[src/rtl/pipeline_hazard_sequencer.sv]
// pipeline_hazard_sequencer: RAW scoreboard plus stall / jump-squash / branch-flush sequencing
// for the 5-stage pipeline. Control outputs are combinational from sequencer state and inputs.
module pipeline_hazard_sequencer #(
  parameter int unsigned SB_DEPTH     = 3,
  parameter int unsigned FLUSH_CYCLES = 1,
  parameter int unsigned CNT_W        = 16
) (
  input  logic             clk,
  input  logic             reset,
  input  logic [31:0]      id_instr,
  input  logic             id_valid,
  input  logic             ex_branch_taken,
  output logic             pc_en,
  output logic             ifid_en,
  output logic             ifid_nop,
  output logic             idex_nop,
  output logic             exmem_nop,
  output logic [1:0]       seq_state,
  output logic [CNT_W-1:0] stall_count,
  output logic [CNT_W-1:0] flush_count
);

  localparam int unsigned REG_W  = 5;
  localparam int unsigned FCNT_W = 2;
  localparam int unsigned SB_W   = REG_W * SB_DEPTH;

  localparam logic [5:0] OP_RTYPE = 6'b000000;
  localparam logic [5:0] OP_ADDI  = 6'b001000;
  localparam logic [5:0] OP_ANDI  = 6'b001100;
  localparam logic [5:0] OP_ORI   = 6'b001101;
  localparam logic [5:0] OP_SLTI  = 6'b001010;
  localparam logic [5:0] OP_LW    = 6'b100011;
  localparam logic [5:0] OP_SW    = 6'b101011;
  localparam logic [5:0] OP_BEQ   = 6'b000100;
  localparam logic [5:0] OP_BNE   = 6'b000101;
  localparam logic [5:0] OP_J     = 6'b000010;

  localparam logic [FCNT_W-1:0] FLUSH_RELOAD = FCNT_W'(FLUSH_CYCLES - 1);
  localparam logic              FLUSH_MULTI  = (FLUSH_CYCLES > 1);
  localparam logic [CNT_W-1:0]  CNT_MAX      = '1;

  typedef enum logic [1:0] {
    ST_RUN   = 2'b00,
    ST_STALL = 2'b01,
    ST_FLUSH = 2'b10
  } state_t;

  state_t              state;
  state_t              state_nxt;
  logic [FCNT_W-1:0]   fcnt;
  logic [FCNT_W-1:0]   fcnt_nxt;

  logic [SB_DEPTH-1:0]            sb_v;
  logic [SB_DEPTH-1:0][REG_W-1:0] sb_r;
  logic [SB_DEPTH-1:0]            sb_hit;

  logic [5:0]       op;
  logic [REG_W-1:0] rs;
  logic [REG_W-1:0] rt;
  logic [REG_W-1:0] rd;
  logic             dst_v;
  logic [REG_W-1:0] dst;
  logic             src1_v;
  logic             src2_v;
  logic             hazard;
  logic             is_jump;

  logic act_branch;
  logic act_flush;
  logic act_stall;
  logic act_jump;
  logic act_issue;
  logic sb_in_v;

  logic unused_imm;

  assign op         = id_instr[31:26];
  assign rs         = id_instr[25:21];
  assign rt         = id_instr[20:16];
  assign rd         = id_instr[15:11];
  assign unused_imm = ^id_instr[10:0];

  // Destination / source decode; $0 is neither recorded nor hazard-checked.
  always_comb begin
    dst_v  = 1'b0;
    dst    = '0;
    src1_v = 1'b0;
    src2_v = 1'b0;
    case (op)
      OP_RTYPE: begin
        dst_v  = 1'b1;
        dst    = rd;
        src1_v = 1'b1;
        src2_v = 1'b1;
      end
      OP_ADDI, OP_ANDI, OP_ORI, OP_SLTI, OP_LW: begin
        dst_v  = 1'b1;
        dst    = rt;
        src1_v = 1'b1;
      end
      OP_SW, OP_BEQ, OP_BNE: begin
        src1_v = 1'b1;
        src2_v = 1'b1;
      end
      default: begin
        dst_v = 1'b0;
      end
    endcase
    dst_v  = dst_v  && (dst != '0);
    src1_v = src1_v && (rs  != '0);
    src2_v = src2_v && (rt  != '0);
  end

  // Per-entry RAW match against the unforwarded in-flight destinations.
  for (genvar k = 0; k < SB_DEPTH; k++) begin : g_cmp
    assign sb_hit[k] = sb_v[k] && ((src1_v && (sb_r[k] == rs)) || (src2_v && (sb_r[k] == rt)));
  end

  assign hazard  = id_valid && (|sb_hit);
  assign is_jump = id_valid && (op == OP_J);

  // Priority: taken branch > flush in progress > RAW stall > jump > normal issue.
  assign act_branch = ex_branch_taken;
  assign act_flush  = !ex_branch_taken && (state == ST_FLUSH);
  assign act_stall  = !ex_branch_taken && (state != ST_FLUSH) && hazard;
  assign act_jump   = !ex_branch_taken && (state != ST_FLUSH) && !hazard && is_jump;
  assign act_issue  = !act_branch && !act_flush && !act_stall;
  assign sb_in_v    = act_issue && id_valid && dst_v;

  // State register.
  always_ff @(posedge clk or posedge reset) begin
    if (reset) begin
      state <= ST_RUN;
      fcnt  <= '0;
    end else begin
      state <= state_nxt;
      fcnt  <= fcnt_nxt;
    end
  end

  // Next-state logic.
  always_comb begin
    state_nxt = ST_RUN;
    fcnt_nxt  = fcnt;
    if (act_branch) begin
      if (FLUSH_MULTI) begin
        state_nxt = ST_FLUSH;
        fcnt_nxt  = FLUSH_RELOAD;
      end else begin
        fcnt_nxt  = '0;
      end
    end else if (act_flush) begin
      fcnt_nxt  = fcnt - FCNT_W'(1);
      state_nxt = (fcnt_nxt == '0) ? ST_RUN : ST_FLUSH;
    end else if (act_stall) begin
      state_nxt = ST_STALL;
    end
  end

  // Output logic; reset forces the free-running RUN controls.
  always_comb begin
    pc_en     = 1'b1;
    ifid_en   = 1'b1;
    ifid_nop  = 1'b0;
    idex_nop  = 1'b0;
    exmem_nop = 1'b0;
    if (!reset) begin
      if (act_branch) begin
        ifid_nop  = 1'b1;
        idex_nop  = 1'b1;
        exmem_nop = 1'b1;
      end else if (act_flush) begin
        ifid_nop  = 1'b1;
        idex_nop  = 1'b1;
      end else if (act_stall) begin
        pc_en     = 1'b0;
        ifid_en   = 1'b0;
        idex_nop  = 1'b1;
      end else if (act_jump) begin
        ifid_nop  = 1'b1;
      end
    end
  end

  assign seq_state = state;

  // Scoreboard shifts every cycle; the oldest entry falls off the top.
  always_ff @(posedge clk or posedge reset) begin
    if (reset) begin
      sb_v <= '0;
      sb_r <= '0;
    end else begin
      sb_v <= SB_DEPTH'({sb_v, sb_in_v});
      sb_r <= SB_W'({sb_r, dst});
    end
  end

  // Saturating event counters.
  always_ff @(posedge clk or posedge reset) begin
    if (reset) begin
      stall_count <= '0;
      flush_count <= '0;
    end else begin
      if (act_stall && (stall_count != CNT_MAX)) begin
        stall_count <= stall_count + CNT_W'(1);
      end
      if (act_branch && (flush_count != CNT_MAX)) begin
        flush_count <= flush_count + CNT_W'(1);
      end
    end
  end

endmodule

[config.mk]
export PLATFORM = sky130hd
export DESIGN_NAME = pipeline_hazard_sequencer
export DESIGN_NICKNAME = d
export VERILOG_FILES = /design/src/rtl/pipeline_hazard_sequencer.sv
export SDC_FILE = /design/constraint.sdc
export NUM_CORES = 1
export LEC_CHECK = 0
export ABC_AREA = 1
export BUFFER_PORTS_ARGS = -buffer_cell sky130_fd_sc_hd__buf_2
export CORE_MARGIN = 3
export CORE_UTILIZATION = 45
export CTS_BUF_LIST = sky130_fd_sc_hd__clkbuf_4
export CTS_CLUSTER_DIAMETER = 100
export DETAILED_ROUTE_END_ITERATION = 10
export PLACE_DENSITY = 0.69
export SETUP_SLACK_MARGIN = 0.05
export SLEW_MARGIN = 20
export SYNTH_ARGS = -nofsm -noshare
export SYNTH_HDL_FRONTEND = slang
export SYNTH_SLANG_ARGS = --single-unit
[constraint.sdc]
create_clock -name clk -period 5.2 [get_ports clk]
set_input_delay 0.78 -clock clk [delete_from_list [all_inputs] [get_ports clk]]
set_output_delay 0.78 -clock clk [all_outputs]
set_load 0.05 [all_outputs]
* Word level (Yosys, flattened, before mapping)
Index checks and enable logic that the tools add are counted.
Word-level totals: input port bits 36, flip-flop bits (word level) 54, word-level logic and storage cells 98, output and inout bits 39
Cells by class: add/subtract/negate cells 3, reductions and logical operators 43, equal/unequal tests 19, multiplexer cells 25
Operators by type and width (count):
- $add A16 B1 Y16 const B | 2
- $ne A16 B16 Y1 const B | 2
- $eq A5 B5 Y1 | 6
- $logic_and A1 B1 Y1 | 25
- $eq A6 B4 Y1 const B | 4
- $mux W1 | 19
- $reduce_bool A5 Y1 | 3
- $eq A6 B3 Y1 const B | 2
- $eq A6 B6 Y1 const B | 2
- $mux W2 | 5
- $pmux W5 S2 | 1
- $reduce_or A9 Y1 | 1
- $eq A6 B2 Y1 const B | 1
- $logic_not A6 Y1 | 1
- $reduce_or A6 Y1 | 1
- $reduce_or A5 Y1 | 1
- $logic_not A1 Y1 | 4
- $reduce_or A4 Y1 | 1
- $logic_or A1 B1 Y1 | 3
- $reduce_or A3 Y1 | 1
- $eq A2 B2 Y1 const B | 1
- $logic_not A2 Y1 | 1
- $ne A2 B2 Y1 const B | 1
- $reduce_bool A2 Y1 | 1
- $sub A2 B1 Y2 const B | 1

* Logic depth before layout (Yosys ltp)
Gate-level depths: netlist of the first run.
depth after elaboration 17, depth in mapped cells 15, gate-level depth less buffers 14

* Least setup slack after synthesis of the first run
No wires, ideal clock.
path kind input to output, from in reset, to out pc_en, cell stages on the path 3, setup slack 1.420 ns, buffers on the path 1, required time 4.420 ns, arrival 3.000 ns, cells stage by stage inv_1 -> nand2_1 -> buf_4
Between the ends: word-level cells in the longest chain between the ends 1
RTL lines:
- start, declared | RTL line 9 | input logic reset,
- $mux W1
- end, declared | RTL line 13 | output logic pc_en,
No other way between the ends.

* Final worst setup path of the first run
from in id_instr[31], to out idex_nop
Between the ends: word-level cells in the longest chain between the ends 14, elaborated cells on any way between the ends 34, those cells by class eq/ne (8); mux (6); reduce/logical (20)
RTL lines:
- start, declared | RTL line 10 | input logic [31:0] id_instr,
- $eq A6 B6 Y1 (tied with other cells) | RTL line 89 | case (op)
- $reduce_or A9 Y1 (no line) / $reduce_or A4 Y1 (equally long branches)
- $mux W1 | RTL line 89
- $logic_and A1 B1 Y1 (on tied branches) | RTL line 110, 111
- $logic_and A1 B1 Y1 | RTL line 116 | assign sb_hit[k] = sb_v[k] && ((src1_v && (sb_r[k] == rs)) || (src2_v && (sb_r[k] == rt)));
- $logic_or A1 B1 Y1 | RTL line 116
- $logic_and A1 B1 Y1 | RTL line 116
- $reduce_or A3 Y1 * | RTL line 119 | assign hazard = id_valid && (|sb_hit);
- $logic_and A1 B1 Y1 * | RTL line 119
- $logic_and A1 B1 Y1 * | RTL line 125 | assign act_stall = !ex_branch_taken && (state != ST_FLUSH) && hazard;
- $mux W1 * | RTL line 175 | end else if (act_stall) begin
- $mux W1 * | RTL line 172 | end else if (act_flush) begin
- $mux W1 * | RTL line 168 | if (act_branch) begin
- $mux W1 * | RTL line 167 | if (!reset) begin
- end, declared | RTL line 16 | output logic idex_nop,
Every way passes the cells marked *; elsewhere a longest branch is shown, timed or not.

==> out/summary.txt, run 1 <==
Placed inst area - 3430 um^2
Layout cell share with drive strength beyond 1 - 0.201
Worst-Margin Slew - 0.677 ns
Final Hold Vio Count - 0
Mux cell area share after synthesis - 0
Number of inserted diodes - 0
Die ar. - 7810 um^2
Critical path fanouts, max - 4
Die height - 88.4 um
Die width - 88.4 um
Synth-to-layout area growth - 14.1%
Final instance area - 3480 um^2
Tcrit/Tclk final - 0.603
GRT Total Usage - 0.178
Overflow after GRT - 0
Arr. time, crit path - 2.35 ns
Largest net degree at the start of global routing - 55
Leak - 1.82 nW
Std-Cell Rows - 29
DR iter-0 viols - 75
Vias in the first global route - 2519
Finished Core Util - 0.539
Worst slew margin - 0.549
# resized after CTS - 0
CP delay by family, top - simple AND/OR/NAND/NOR gates
Hpwl dp - 5000 um
Delay of the slowest cell on the worst path - 0.29 ns
Wire per inst - 12.6 um
Post-synthesis xor/xnor area fraction - 0.166
Synth unique cells - 32
Reg clk slew, reported paths - 0.15 ns
Adder-Cell Fraction of Synth Area - 0.0123
Synth Instances - 367
HP Class - reg -> reg
Largest family of logic cells by synthesized area - simple AND/OR/NAND/NOR gates
Worst path slowest cell - buf_2
PnR worst setup slack - 2.07 ns
Post-CTS Hold Fix Bufs - 0
Unrepaired setup endpoints after global routing - false
IO buf count - 63
Clock sinks - 54
P per Cell Area - 259 nW/um^2
RePlAce Congestion - 0.862
Worst Setup Path Type - in -> out
Yosys warning count - 0
WP buf/inv - 2
Syn Area/Cell - 8.32 um^2
Synth Cell Area - 3050 um^2
Via count - 2517
Tmin final - 3.13 ns
Crit start category - input pin
Max-slew violations - 0
Postcts setup bufs - 0
Clock root cell - clkbuf_4
# H-tree levels - 2
Number of synthesized register bits - 54
Total length of routed wires - 6400 um
Sequential area share after synthesis - 0.443
Antenna-violating nets left - 0
Mapped Nets - 406
# nets final - 470
Max-cap violations - 0
CP endpoint kind - primary output
I/O pins - 75
DRC violations left - 0
Setup TNS - 0 ns
Via-to-Cell Ratio - 4.94
Antenna violations before repair - 0
First-pass GRT wire length - 10900 um
Clk buf depth - 2
TritonRoute pass-1 iters - 5
CTS tree - done
Max rail drop VDD - 288 uV
Simple-gate share of the synthesized area - 0.286
Cell Chain, Critical Path - buf_2 -> nor2_2 -> nand3_1 -> nand3_1 -> nand4_1 -> nand2_1 -> nand2_1 -> nand3_4 -> nand2_1 -> a21oi_1 -> buf_2
Pre-CTS setup slack - 2.08 ns
Clk_lat worst skew - 0.38 ns
Outcome - completed
Initial Util - 0.472
Setup Viol. Count Final - 0
Worst-case clock skew - 0.0161 ns
Num CTS Buffers - 5
Synth Area in Compound Gates - 0.0275
Crit path top cell by count - nand2_1
Total power - 0.901 mW
WP data required - 4.42 ns
Core Region - 6460 um^2
Highest clock rate - 319 MHz
-- flip-flops by register name, indices dropped and copies added (netlist names) --
signal / cells
seq_state: 2
sb_v: 3
sb_r: 15
fcnt: 2
stall_count: 16
flush_count: 16
-- where the power goes --
part           internal [mW]  leakage, nW  switching, mW
sequential             0.450        0.723         0.0352
clock                 0.0506       0.0286          0.130
combinational         0.0657         1.07          0.169
-- worst paths after layout --
kind	start	endpoint	slack [ns]	depth (start not counted)
min in group asynchronous	reset	seq_state[0]	0.61	3
worst max-delay path	id_instr[31]	idex_nop	2.07	11
worst min register to register	sb_v[1]	sb_v[2]	0.40	0
max in group asynchronous	reset	stall_count[2]	4.14	3
worst min-delay path	sb_v[1]	sb_v[2]	0.40	0
worst max register to register	flush_count[0]	flush_count[15]	3.06	12
-- metal layers --
layer / global-route usage / wire (um) / share of wire
met5: 0 / 0 / 0
met4: 0.0673 / 115 / 0.018
met3: 0.0233 / 262 / 0.041
met2: 0.324 / 3250 / 0.51
met1: 0.213 / 2770 / 0.43
-- metrics by stage --
| step | hold WS (ns) | cells |
|---|---|---|
| finish | 0.396 | 509 |
| global placement | 0.360 | 501 |
| detailed placement | 0.365 | 501 |
| floorplan | 0.354 | 367 |
| global route | 0.429 | 509 |
| CTS | 0.399 | 509 |
-- cell families after synthesis --
family / count (synthesis)
flip-flops: 54
adder cells (fa/ha/maj): 3
AO/OA/AOI/OAI: 14
XOR/XNOR: 58
buffers and inverters: 48
AND/OR/NAND/NOR: 190
-- layout make-up --
type | count | area [um^2]
fill | 638 | 2980
multi-input combinational | 265 | 1500
sequential | 54 | 1350
timing repair buffer | 64 | 323
inverter | 41 | 154
tap | 77 | 96.3
clock buffer | 5 | 37.5
clock inverter | 3 | 16.3
-- cells in the mapped netlist --
master	n	area [um^2]
xor2_1	26	228
xnor2_1	32	280
nand3_1	26	130
nor2_1	34	128
nor3b_1	1	7.51
clkbuf_2	4	20.0
a22o_1	1	8.76
nor4b_1	1	8.76
nand3_4	2	35.0
nand4_4	1	21.3
a21oi_1	4	20.0
clkinv_1	1	3.75
buf_2	1	5.00
o21ai_0	5	25.0
inv_1	38	143
dfrtp_1	54	1350
nand2_1	94	353
nor2_2	3	18.8
nand3_2	1	10.0
buf_6	1	11.3
nand2_2	4	25.0
inv_2	2	7.51
a21boi_0	1	7.51
nand4_1	6	37.5
nor4_1	1	6.26
a22oi_1	3	22.5
buf_4	1	7.51
and2_1	1	6.26
nor3_1	13	65.1
ha_1	3	37.5
nor3_2	1	10.0
nor2_4	1	11.3
-- worst reg2reg max path, delay by kind of cell (launching register included) --
family	cells	cell delay [ns]
and+or+nand+nor	10	1.17
AOI/OAI and AO/OA	1	0.17
adders and majority gates	1	0.23
DFF	1	0.44
-- placed cells by master (no fill, tap or decap) --
| master | synthesis | final |
|---|---|---|
| dfrtp_1 | 54 | 54 |
| xor2_1 | 26 | 26 |
| clkinv_1 | 1 | 2 |
| a22o_1 | 1 | 1 |
| nand4_4 | 1 | 1 |
| nor4b_1 | 1 | 1 |
| buf_4 | 1 | 1 |
| nor2_2 | 3 | 3 |
| nor3_1 | 13 | 13 |
| a21oi_1 | 4 | 4 |
| nand3_1 | 26 | 26 |
| nor4_1 | 1 | 1 |
| inv_2 | 2 | 3 |
| nand4_1 | 6 | 6 |
| nor2_4 | 1 | 1 |
| a21boi_0 | 1 | 1 |
| clkbuf_4 | 0 | 5 |
| and2_1 | 1 | 1 |
| nor3_2 | 1 | 1 |
| nand2_1 | 94 | 94 |
| o21ai_0 | 5 | 5 |
| clkinvlp_4 | 0 | 1 |
| xnor2_1 | 32 | 32 |
| ha_1 | 3 | 3 |
| buf_2 | 1 | 63 |
| clkinv_2 | 0 | 1 |
| inv_1 | 38 | 37 |
| nand2_2 | 4 | 4 |
| nand3_2 | 1 | 1 |
| nor3b_1 | 1 | 1 |
| a22oi_1 | 3 | 3 |
| nor2_1 | 34 | 34 |
| nand3_4 | 2 | 2 |
No activity file was read; power rests on OpenSTA's default activity.
==> run 2, diff against run 1 <==
- clock period: 5.2 -> 3 ns (I/O delays scaled with it)
==> out/summary.txt, run 2 (synthesized netlist as in run 1, its figures left out) <==
First-pass GRT wire length - 11000 um (+1.1%)
Post-CTS Hold Fix Bufs - 0 (unchanged)
Highest clock rate - 390 MHz
# H-tree levels - 2 (unchanged)
RePlAce Congestion - 0.900 (+4.3%)
Crit path top cell by count - nand2_1
Reg clk slew, reported paths - 0.15 ns (about the same)
HP Class - in -> async
WP data required - 2.55 ns (-1.87 ns)
GRT Total Usage - 0.178 (about the same)
Crit start category - flop
Die height - 88.4 um (unchanged)
Via-to-Cell Ratio - 4.85 (-1.8%)
Std-Cell Rows - 29 (unchanged)
Final Hold Vio Count - 0 (unchanged)
Vias in the first global route - 2406 (-4.5%)
Critical path fanouts, max - 3 (-1)
Clk buf depth - 2 (unchanged)
Leak - 1.84 nW (+1.1%)
Overflow after GRT - 0 (unchanged)
Postcts setup bufs - 0 (unchanged)
Antenna violations before repair - 0 (unchanged)
P per Cell Area - 488 nW/um^2 (+89%)
# nets final - 470 (unchanged)
Num CTS Buffers - 5 (unchanged)
Most frequent cells in the layout - 94 x nand2_1, 63 x buf_2, 54 x dfrtp_1, 37 x inv_1, 34 x nor2_1
Tmin final - 2.56 ns
Layout cell share with drive strength beyond 1 - 0.201 (unchanged)
Top flop regs - flush_count (16), stall_count (16), sb_r (15)
PnR worst setup slack - 0.436 ns (-1.63 ns)
CTS tree - done
Wire per inst - 12.6 um (+0.59%)
I/O pins - 75 (unchanged)
Max-cap violations - 0 (unchanged)
DRC violations left - 0 (unchanged)
Hpwl dp - 5080 um (+1.7%)
Worst Setup Path Type - reg -> out
Placed cells - 501 (unchanged)
Number of inserted diodes - 0 (unchanged)
DR iter-0 viols - 69 (-8.0%)
Worst slew margin - 0.529 (-0.0193)
Max-slew violations - 0 (unchanged)
Die width - 88.4 um (unchanged)
Setup TNS - 0 ns (unchanged)
Worst-case clock skew - 0.0105 ns (-0.00553 ns)
Pre-CTS setup slack - 0.532 ns (-1.55 ns)
Outcome - completed
Worst-Margin Slew - 0.706 ns (+0.0290 ns)
# resized after CTS - 0 (unchanged)
Antenna-violating nets left - 0 (unchanged)
TritonRoute pass-1 iters - 4 (-1)
Clock root cell - clkbuf_4
Final non-filler cell total - 509 (unchanged)
Unrepaired setup endpoints after global routing - false
Via count - 2471 (-1.8%)
Max rail drop VDD - 582 uV (+100%)
Tcrit/Tclk final - 0.855
Initial Util - 0.472 (unchanged)
Clk_lat worst skew - 0.37 ns (about the same)
IO buf count - 63 (unchanged)
Clock sinks - 54 (unchanged)
Synth-to-layout area growth - 15.7%
Cell Chain, Critical Path - xnor2_1 -> nand3_1 -> nor2_1 -> nand3_1 -> nand2_1 -> nand2_1 -> nand3_4 -> nand2_1 -> a21oi_1 -> buf_2
Delay of the slowest cell on the worst path - 0.45 ns (+0.16 ns)
Die ar. - 7810 um^2 (unchanged)
Arr. time, crit path - 2.11 ns (-0.24 ns)
Core Region - 6460 um^2 (unchanged)
Total length of routed wires - 6440 um (+0.59%)
Most common cell after layout, fill and taps aside - nand2_1
CP endpoint kind - primary output
Setup Viol. Count Final - 0 (unchanged)
Largest net degree at the start of global routing - 55 (unchanged)
Worst path slowest cell - dfrtp_1
==> run 2: cell count changes in the layout (fill, tap and decap cells not counted) <==
cell,delta
bufinv_16,+2
clkinv_2,-1
inv_2,-1
==> run 2: worst paths after layout <==
path | slack (ns) | startpoint | depth (start not counted) | to
setup / recovery | 0.44 | sb_r[5] | 10 | idex_nop
hold / removal | 0.32 | reset | 3 | seq_state[0]
setup reg to reg | 0.84 | flush_count[0] | 12 | flush_count[15]
hold reg to reg | 0.40 | sb_v[1] | 0 | sb_v[2]
max in group asynchronous | 2.24 | reset | 3 | stall_count[0]
min in group clk | 0.35 | id_instr[12] | 3 | sb_r[1]
==> run 2: metal layers <==
layer,GRT usage,vias to the layer above,share of wire
li1,-,1274,-
met1,0.236,1143,0.44
met2,0.299,45,0.50
met3,0.0382,9,0.049
met4,0.0398,0,0.012
met5,0,-,0
==> run 2: cell type report <==
type                       instances  area [um^2]
multi-input combinational        265         1500
tap                               77         96.3
sequential                        54         1350
inverter                          41          158
timing repair buffer              64          323
fill                             646         2930
clock inverter                     3         63.8
clock buffer                       5         37.5
==> run 2: critical path: cells and delay by family (launching register included) <==
kind,cells,cell delay (ns)
and+or+nand+nor,7,0.67
DFF,1,0.45
buffers and inverters,1,0.29
xor gates and xnor gates,1,0.17
AOI/OAI and AO/OA,1,0.17
==> run 2: where the power goes <==
part / internal, mW / switching, mW / total [mW]
Clock: 0.257 / 0.220 / 0.477
Combinational: 0.114 / 0.293 / 0.407
Sequential: 0.780 / 0.0602 / 0.841
Total: 1.15 / 0.573 / 1.73
==> run 2: per-stage QoR <==
step                hold slack [ns]  area, um^2  total power, mW   util
floorplan                     0.354        3060             1.15      -
global placement              0.359        3430             1.26  0.531
detailed placement            0.367        3430             1.27  0.531
CTS                           0.328        3530             1.75  0.547
global route                  0.329        3530             1.82  0.547
finish                        0.317        3530             1.73  0.547
